$ cat config.mk
export PLATFORM = sky130hd
export DESIGN_NAME = ccff_chain_loader
export DESIGN_NICKNAME = d
export VERILOG_FILES = /design/src/rtl/ccff_loader_pkg.sv /design/src/rtl/ccff_rb_deserializer.sv /design/src/rtl/ccff_chain_loader.sv
export SDC_FILE = /design/constraint.sdc
export NUM_CORES = 1
export LEC_CHECK = 0
export CAP_MARGIN = 20
export CORE_ASPECT_RATIO = 0.5
export CORE_MARGIN = 4
export CORE_UTILIZATION = 25
export CTS_CLUSTER_DIAMETER = 30
export DETAILED_ROUTE_END_ITERATION = 8
export PLACE_DENSITY = 0.46
export SLEW_MARGIN = 20
export SYNTH_ARGS = -nofsm -noshare
export SYNTH_HDL_FRONTEND = slang
export SYNTH_SLANG_ARGS = --single-unit
$ cat constraint.sdc
create_clock -name clk -period 2.5 [get_ports clk]
set_input_delay 0.375 -clock clk [delete_from_list [all_inputs] [get_ports clk]]
set_output_delay 0.375 -clock clk [all_outputs]
set_load 0.005 [all_outputs]
$ cat src/rtl/ccff_loader_pkg.sv
// ccff_loader_pkg: state encoding and word-count helper shared by the chain loader
package ccff_loader_pkg;
  typedef enum logic [1:0] {IDLE, LOAD, SHIFT, DONE} state_t;
  function automatic int num_words(input int len, input int w);
    return (len + w - 1) / w;
  endfunction
endpackage

$ cat src/rtl/ccff_rb_deserializer.sv
// ccff_rb_deserializer: gathers chain tail bits into LSB-first readback words
module ccff_rb_deserializer #(
  parameter int WORD_W = 8
) (
  input  logic              clk,
  input  logic              reset,
  input  logic              start,
  input  logic              shift_en,
  input  logic              tail,
  input  logic              last,
  output logic [WORD_W-1:0] rb_data,
  output logic              rb_valid
);
  localparam int IW = WORD_W > 1 ? $clog2(WORD_W) : 1;
  logic [WORD_W-1:0] rb, rb_nxt;
  logic [IW-1:0] rb_idx;
  logic flush;
  always_comb begin
    rb_nxt = rb;
    rb_nxt[rb_idx] = tail;
  end
  assign flush = shift_en && (last || rb_idx == IW'(WORD_W - 1));
  // rb is cleared after every flush so a short final word comes out zero-padded
  always_ff @(posedge clk or posedge reset)
    if (reset) begin
      rb <= '0;
      rb_idx <= '0;
      rb_data <= '0;
      rb_valid <= 1'b0;
    end else begin
      rb_valid <= flush;
      if (start) begin
        rb <= '0;
        rb_idx <= '0;
      end else if (flush) begin
        rb <= '0;
        rb_idx <= '0;
        rb_data <= rb_nxt;
      end else if (shift_en) begin
        rb <= rb_nxt;
        rb_idx <= rb_idx + IW'(1);
      end
    end
endmodule

$ cat src/rtl/ccff_chain_loader.sv
// ccff_chain_loader: streams config words LSB-first into a DFF chain and reads back the displaced bits
module ccff_chain_loader
  import ccff_loader_pkg::*;
#(
  parameter int CHAIN_LEN = 64,
  parameter int WORD_W    = 8
) (
  input  logic              clk,
  input  logic              reset,
  input  logic              start,
  input  logic [WORD_W-1:0] word_data,
  input  logic              word_valid,
  output logic              word_ready,
  output logic              chain_head,
  output logic              chain_shift_en,
  input  logic              chain_tail,
  output logic [WORD_W-1:0] rb_data,
  output logic              rb_valid,
  output logic              busy,
  output logic              done
);
  localparam int NUM_WORDS = num_words(CHAIN_LEN, WORD_W);
  localparam int CNT_W = $clog2(CHAIN_LEN + 1);
  localparam int WB_W = $clog2(WORD_W + 1);
  localparam int WC_W = $clog2(NUM_WORDS + 1);
  state_t state, state_nxt;
  logic [WORD_W-1:0] shreg;
  logic [CNT_W-1:0] bit_cnt;
  logic [WB_W-1:0] word_bit;
  logic [WC_W-1:0] word_cnt;
  logic start_ok, shifting, last_bit, word_end, accept;
  assign start_ok = start && (state == IDLE || state == DONE);
  assign shifting = state == SHIFT;
  assign last_bit = shifting && bit_cnt == CNT_W'(CHAIN_LEN - 1);
  assign word_end = shifting && word_bit == WB_W'(WORD_W - 1);
  assign word_ready = state == LOAD || (word_end && word_cnt != WC_W'(NUM_WORDS));
  assign accept = word_ready && word_valid;
  assign busy = state == LOAD || shifting;
  assign done = state == DONE;
  assign chain_shift_en = shifting;
  assign chain_head = shifting && shreg[0];
  always_ff @(posedge clk or posedge reset)
    if (reset) state <= IDLE;
    else state <= state_nxt;
  // a word boundary with no word on offer parks in LOAD, holding the chain
  always_comb begin
    state_nxt = state;
    case (state)
      IDLE:  state_nxt = start ? LOAD : IDLE;
      LOAD:  state_nxt = word_valid ? SHIFT : LOAD;
      SHIFT: state_nxt = last_bit ? DONE : !word_end ? SHIFT : accept ? SHIFT : LOAD;
      DONE:  state_nxt = start ? LOAD : DONE;
    endcase
  end
  always_ff @(posedge clk or posedge reset)
    if (reset) begin
      shreg <= '0;
      bit_cnt <= '0;
      word_bit <= '0;
      word_cnt <= '0;
    end else begin
      shreg <= accept ? word_data : shifting ? shreg >> 1 : shreg;
      bit_cnt <= start_ok ? '0 : shifting ? bit_cnt + CNT_W'(1) : bit_cnt;
      word_bit <= accept ? '0 : shifting ? word_bit + WB_W'(1) : word_bit;
      word_cnt <= start_ok ? '0 : accept ? word_cnt + WC_W'(1) : word_cnt;
    end
  ccff_rb_deserializer #(.WORD_W(WORD_W)) u_rb (
    .clk(clk),
    .reset(reset),
    .start(start_ok),
    .shift_en(shifting),
    .tail(chain_tail),
    .last(last_bit),
    .rb_data(rb_data),
    .rb_valid(rb_valid)
  );
endmodule

==> run_results.csv, run 1 <==
group,metric,value,unit
cts,cts_tree,"yes",
synth,syn_avg_cell_area,10.0,sq um
timing,slew_headroom,59.3,%
timing,min_period,2.39,ns
place,io_buffers,26,
status,status,"finished clean",
pwr,power_switching,790,uW
timing,setup_slack,0.110,ns
cts,cts_repair_resize_count,0,
synth,synth_enable_flop_cells,0,
routing,drtIter0Drc,74,
setup_path,critPathMaxFanout,7,
pwr,cellPowerDensity,903,nW/um^2
synth,synth_fp_nets,246,
synth,synth.distinct_cells,36,
die,rows,24,
min_path,hold-path-cell-count,2,
cts,h-tree-depth,2,
synth,ys_async_sr_fraction,100,%
timing,finalSetupTns,0,ns
pwr,clkPwrFrac,33.3,%
setup_path,end_kind,"primary output",
die,ios,27,
pwr,internal_power,1790,uW
layout,multi_input_area,1010,sq um
setup_path,rr_worst_depth,8,
die,initial_utilization,25.7,%
pwr,swShare,30.6,%
die,dieHeight,74.9,um
synth,ys_seq_area_share,50.3,%
pwr,sequentialPowerShare,37.6,%
timing,setup_viol,0,
timing,drv_slew,0,
synth,ys_ff_latch,45,
cts,cts_hold_buf,0,
pwr,vdd_drop_max,0.355,mV
layout,drive_gt1_share,8.27,%
synth,yosysWarnings,0,
timing,max_freq,0.418,GHz
synth,syn_area,2240,sq um
die,coreArea,8710,sq um
setup_path,cp.arrival,2.01,ns
global_routing,track_usage,9.77,%
timing,skew,0.00446,ns
min_path,worstHoldPathType,"reg -> reg",
min_path,min_to,"u_rb.rb[6]",
global_routing,antenna_found_initial,0,
global_routing,grt_max_degree,46,
routing,drc,0,
min_path,hold_start,"u_rb.rb[6]",
setup_path,r2r-start,"state[0]",
cts,path_clk_slew,0.06,ns
global_routing,gr-total-overflow,0,
global_routing,grt_pass1_wl,8.17,mm
die,die_w,142,um
pwr,combPwrFrac,29.1,%
cts,clk-insertion-delay-late,0.29,ns
run,drv_cap,0,
timing,rsz0062_at_grt,"no",
cts,cts_made_buffers,5,
layout,n_antenna_cell,0,
cts,clock-sinks,45,
cts,cts_setup_buffers,0,
routing,vias,1600,
pwr,p_leak,0.00125,uW
synth,synth_flop_cell,"dfrtp_1",
global_routing,first_global_vias,1632,
timing,worst_slew_pin_slew,0.608,ns
routing,wirelength,4.73,mm
die,die-area,10600,sq um
routing,via_per_inst,4.31,
place,place_hpwl,3.38,mm
layout,fin_nets,276,
place,dpl_worst_slack,0.385,ns
setup_path,path_class,"reg -> out",
place,globalplace.congestion,0.751,
routing,routedWlPerCell,12.7,um
timing,min_period_over_period,95.6,%
layout,seq_area,1130,sq um
cts,cts_buffer_depth,2,
setup_path,critPathRequiredTime,2.12,ns
setup_path,start_kind,"register",
setup_path,regToRegEndpoint,"shreg[6]",
routing,drtAntennaViolNets,0,
routing,dr.pass1.iters,4,
layout,syn_to_final_growth,27.6,%
layout,fillers,905,
setup_path,reg2reg_slack,0.37,ns
synth,synth_cells,223,
timing,final-hold-violation-count,0,
cts,clock_tree.root_cell,"clkbuf_16",
-- sequential cells by signal, summed over array words and instances (netlist names) --
| signal | cells |
|---|---|
| word_bit | 4 |
| u_rb.rb_idx | 3 |
| bit_cnt | 7 |
| u_rb.rb_data | 8 |
| u_rb.rb_valid | 1 |
| word_cnt | 4 |
| state | 2 |
| shreg | 8 |
| u_rb.rb | 8 |
-- per-layer routing --
metal / global-route usage [%] / share of wire [%] / vias up
li1: - / - / 823
met1: 13.2 / 51 / 752
met2: 15.3 / 45 / 18
met3: 2.66 / 2.8 / 7
met4: 3.51 / 1.5 / 0
met5: 0 / 0 / -
-- logic make-up after synthesis --
kind of cell / Yosys count / share of synthesized area (%)
AOI/OAI and AO/OA: 52 / 13.0
buffers and inverters: 24 / 4.42
DFF: 45 / 50.3
xor gates and xnor gates: 8 / 3.13
and+or+nand+nor: 67 / 15.9
muxes: 17 / 7.60
adders and majority gates: 10 / 5.59
-- Yosys cell counts, types with 4 or more instances --
library cell / instances / area share (%)
o21ai_0: 7 / 1.6
clkbuf_1: 7 / 1.2
mux2i_1: 17 / 7.6
xor2_1: 5 / 2.0
inv_1: 11 / 1.8
and2_1: 4 / 1.1
buf_2: 4 / 0.89
ha_1: 10 / 5.6
nor2_1: 20 / 3.4
nand3b_1: 4 / 1.3
dfrtp_1: 45 / 50
nand2_1: 19 / 3.2
a21oi_1: 28 / 6.3
o21ai_1: 10 / 2.2
-- power groups by stage --
stage               clock [uW]  combinational (uW)  sequential [uW]
floorplan                    0                 523              946
global placement             0                 743              973
detailed placement           0                 758              984
CTS                        885                 760              970
global route               918                 855              990
finish                     860                 750              971
-- worst max-delay path by stage --
stage / from / endpoint / depth (start not counted)
2_1_floorplan: state[0] / chain_head / 5
3_3_place_gp: state[0] / word_ready / 6
3_5_place_dp: state[0] / shreg[7] / 8
4_1_cts: state[0] / word_ready / 6
5_1_grt: state[0] / word_ready / 6
6_report: state[0] / word_ready / 6
-- per-stage QoR --
step / hold WS (ns) / instances / total power, uW / utilization [%] / instance area [sq um]
CTS: 0.489 / 371 / 2620 / 32.8 / 2860
detailed placement: 0.474 / 363 / 1740 / 30.6 / 2660
global route: 0.526 / 371 / 2760 / 32.8 / 2860
global placement: 0.467 / 363 / 1720 / 30.6 / 2660
finish: 0.481 / 371 / 2580 / 32.8 / 2860
floorplan: 0.450 / 223 / 1470 / - / 2240
-- cell type report --
| cell class | instances | area share (%) |
|---|---|---|
| clock buffers | 5 | 4.38 |
| well taps | 117 | 5.12 |
| clock inverters | 3 | 2.41 |
| flip-flops and latches | 45 | 39.4 |
| repair buffers | 36 | 11.7 |
| inverters | 11 | 1.45 |
| multi-input cells | 154 | 35.5 |
-- cells in the final DEF, fill, tap and decap left out, types with 3 or more instances in the layout --
master           count
dfrtp_1             45
a21oi_1             28
clkdlybuf4s50_1     26
nor2_1              20
nand2_1             19
mux2i_1             17
inv_1               11
o21ai_1             10
ha_1                10
buf_4               10
o21ai_0              7
xor2_1               5
clkbuf_16            5
and2_1               4
nand3b_1             4
nand3_1              3
or3_1                3
xnor2_1              3
-- critical path, cell delays in order, from the launching register on --
cell,delay (ns)
dfrtp_1,0.41
inv_1,0.09
ha_1,0.17
buf_4,0.15
and4b_1,0.24
a21o_1,0.17
clkdlybuf4s50_1,0.51
No activity file was read; power rests on OpenSTA's default activity.
==> inputs of run 2 (changes only) <==
CTS_CLUSTER_SIZE = 28   (was unset)
==> results of run 2 <==
Final layout, timing and power as in run 1 (identical DEF).
==> inputs of run 3 (changes only) <==
DONT_BUFFER_PORTS = 1   (was unset)
PLACE_DENSITY = 0.42   (was 0.46)
==> run 3 against run 2 <==
Setup slack improved by 0.36 ns. First-iteration DRC count is 8.1% higher. Combinational power down 15%. Power fell by 8.2%. Core utilization fell by 3.5 points. Die area stayed put. Non-clock buffer count fell by 29. Sequential share of layout area increased by 4.7 points. Clock skew grew 0.0021 ns. Sequential power about the same. Via count shrank 3.8%. Register-to-register slack better by 0.098 ns. Critical path type is now reg -> reg. Critical endpoint is now u_rb.rb[6].
==> run_results.csv, run 3 (synthesis gave the netlist of run 1 again) <==
group,metric,value,unit
status,status,"finished clean",
setup_path,reg2reg_slack,0.47,ns
timing,drv_slew,0,
routing,drtAntennaViolNets,0,
global_routing,grt_pass1_wl,7.78,mm
cts,cts_setup_buffers,0,
global_routing,track_usage,9.43,%
timing,slew_headroom,61.0,%
routing,wirelength,4.54,mm
timing,min_period,2.03,ns
die,rows,24,
place,place_hpwl,3.20,mm
pwr,cellPowerDensity,928,nW/um^2
die,dieHeight,74.9,um
timing,max_freq,0.492,GHz
place,globalplace.congestion,0.722,
timing,final-hold-violation-count,0,
pwr,power_switching,764,uW
pwr,swShare,32.3,%
pwr,vdd_drop_max,0.263,mV
setup_path,critPathLaunch,"state[0]",
timing,rsz0062_at_grt,"no",
setup_path,regToRegEndpoint,"u_rb.rb[6]",
layout,fin_nets,247,
routing,dr.pass1.iters,4,
cts,clock-sinks,45,
cts,cts_tree,"yes",
cts,cts_hold_buf,0,
global_routing,gr-total-overflow,0,
timing,min_period_over_period,81.3,%
pwr,combPwrFrac,26.8,%
routing,drtIter0Drc,80,
setup_path,critPathCapture,"u_rb.rb[6]",
pwr,internal_power,1600,uW
global_routing,first_global_vias,1556,
die,initial_utilization,25.7,%
min_path,worstHoldPathType,"in -> async",
cts,path_clk_slew,0.07,ns
timing,skew,0.00654,ns
pwr,sequentialPowerShare,41.1,%
timing,worst_slew_pin_slew,0.585,ns
layout,largestRegisters,"shreg (8), u_rb.rb (8), u_rb.rb_data (8)",
timing,whs,0.119,ns
setup_path,path_class,"reg -> reg",
place,io_buffers,0,
global_routing,grt_max_degree,46,
die,ios,27,
cts,cts_made_buffers,5,
cts,cts_buffer_depth,2,
timing,finalSetupTns,0,ns
layout,multi_input_area,1010,sq um
setup_path,start_kind,"register",
cts,clock_tree.root_cell,"clkbuf_16",
timing,setup_viol,0,
die,coreArea,8710,sq um
routing,drc,0,
pwr,p_leak,0.00113,uW
layout,seq_area,1130,sq um
routing,routedWlPerCell,13.3,um
setup_path,end_kind,"register",
layout,final_cell_mix,"45 x dfrtp_1, 28 x a21oi_1, 20 x nor2_1, 19 x nand2_1, 17 x mux2i_1",
setup_path,critPathMaxFanout,11,
run,drv_cap,0,
layout,n_antenna_cell,0,
setup_path,rr_worst_depth,6,
cts,clk-insertion-delay-late,0.29,ns
layout,syn_to_final_growth,14.0,%
cts,h-tree-depth,2,
routing,via_per_inst,4.50,
setup_path,critPathRequiredTime,2.70,ns
setup_path,cp.arrival,2.23,ns
routing,vias,1540,
setup_path,r2r-start,"state[0]",
layout,fillers,940,
cts,cts_repair_resize_count,0,
layout,drive_gt1_share,8.00,%
layout,final_common_cell,"dfrtp_1",
die,die_w,142,um
die,die-area,10600,sq um
global_routing,antenna_found_initial,0,
pwr,clkPwrFrac,32.1,%
[run 3: changes by cell type in the layout (fill, tap and decap cells not counted)]
cell	change
inv_6	-1
clkinvlp_4	+1
inv_1	-1
bufinv_16	-1
clkinv_1	+1
clkinv_4	+1
clkdlybuf4s50_1	-26
buf_4	-3
[run 3: worst min-delay path by stage]
stage / from / slack (ns) / depth (start not counted) / endpoint
after global placement: reset / 0.45 / 2 / word_cnt[0]
after CTS: reset / 0.15 / 2 / u_rb.rb_valid
final: reset / 0.12 / 2 / u_rb.rb_data[2]
after detailed placement: reset / 0.46 / 2 / word_cnt[1]
after global routing: reset / 0.17 / 2 / u_rb.rb_valid
after floorplan: u_rb.rb[6] / 0.45 / 2 / u_rb.rb[6]
[run 3: final cells by class]
| class | instances | area share (%) |
|---|---|---|
| sequential | 45 | 44.1 |
| multi-input combinational | 154 | 39.7 |
| tap | 117 | 5.74 |
| clock buffer | 5 | 4.90 |
| timing repair buffer | 7 | 2.06 |
| clock inverter | 3 | 1.81 |
| inverter | 11 | 1.62 |
[run 3: through the flow]
stage | total power (uW) | util [%] | cell area, sq um | std cells | setup slack, ns
4_1_cts | 2420 | 29.3 | 2550 | 342 | 0.440
2_1_floorplan | 1470 | - | 2240 | 223 | 0.720
5_1_grt | 2560 | 29.3 | 2550 | 342 | 0.258
6_report | 2370 | 29.3 | 2550 | 342 | 0.468
3_5_place_dp | 1640 | 27.3 | 2380 | 334 | 0.454
3_3_place_gp | 1620 | 27.3 | 2380 | 334 | 0.522
[run 3: metal layers]
| layer | vias to the layer above | routed length, um | share of wire (%) | track usage, % |
|---|---|---|---|---|
| met4 | 0 | 67 | 1.5 | 3.30 |
| met5 | - | 0 | 0 | 0 |
| met1 | 760 | 2190 | 48 | 11.8 |
| met2 | 14 | 2120 | 47 | 15.5 |
| li1 | 758 | - | - | - |
| met3 | 8 | 176 | 3.9 | 3.36 |
[run 3: critical path: stages (launching register included)]
cell     delay, ns
dfrtp_1       0.38
inv_1         0.07
ha_1          0.31
nand4_4       0.17
nor3_2        0.09
or4b_1        0.68
o21ai_0       0.24
[run 3: power by group through the flow]
stage	clock [uW]	sequential [uW]	combinational, uW
after detailed placement	0	990	651
final	759	973	636
after global routing	825	998	734
after CTS	791	977	655
after global placement	0	984	639
after floorplan	0	946	523
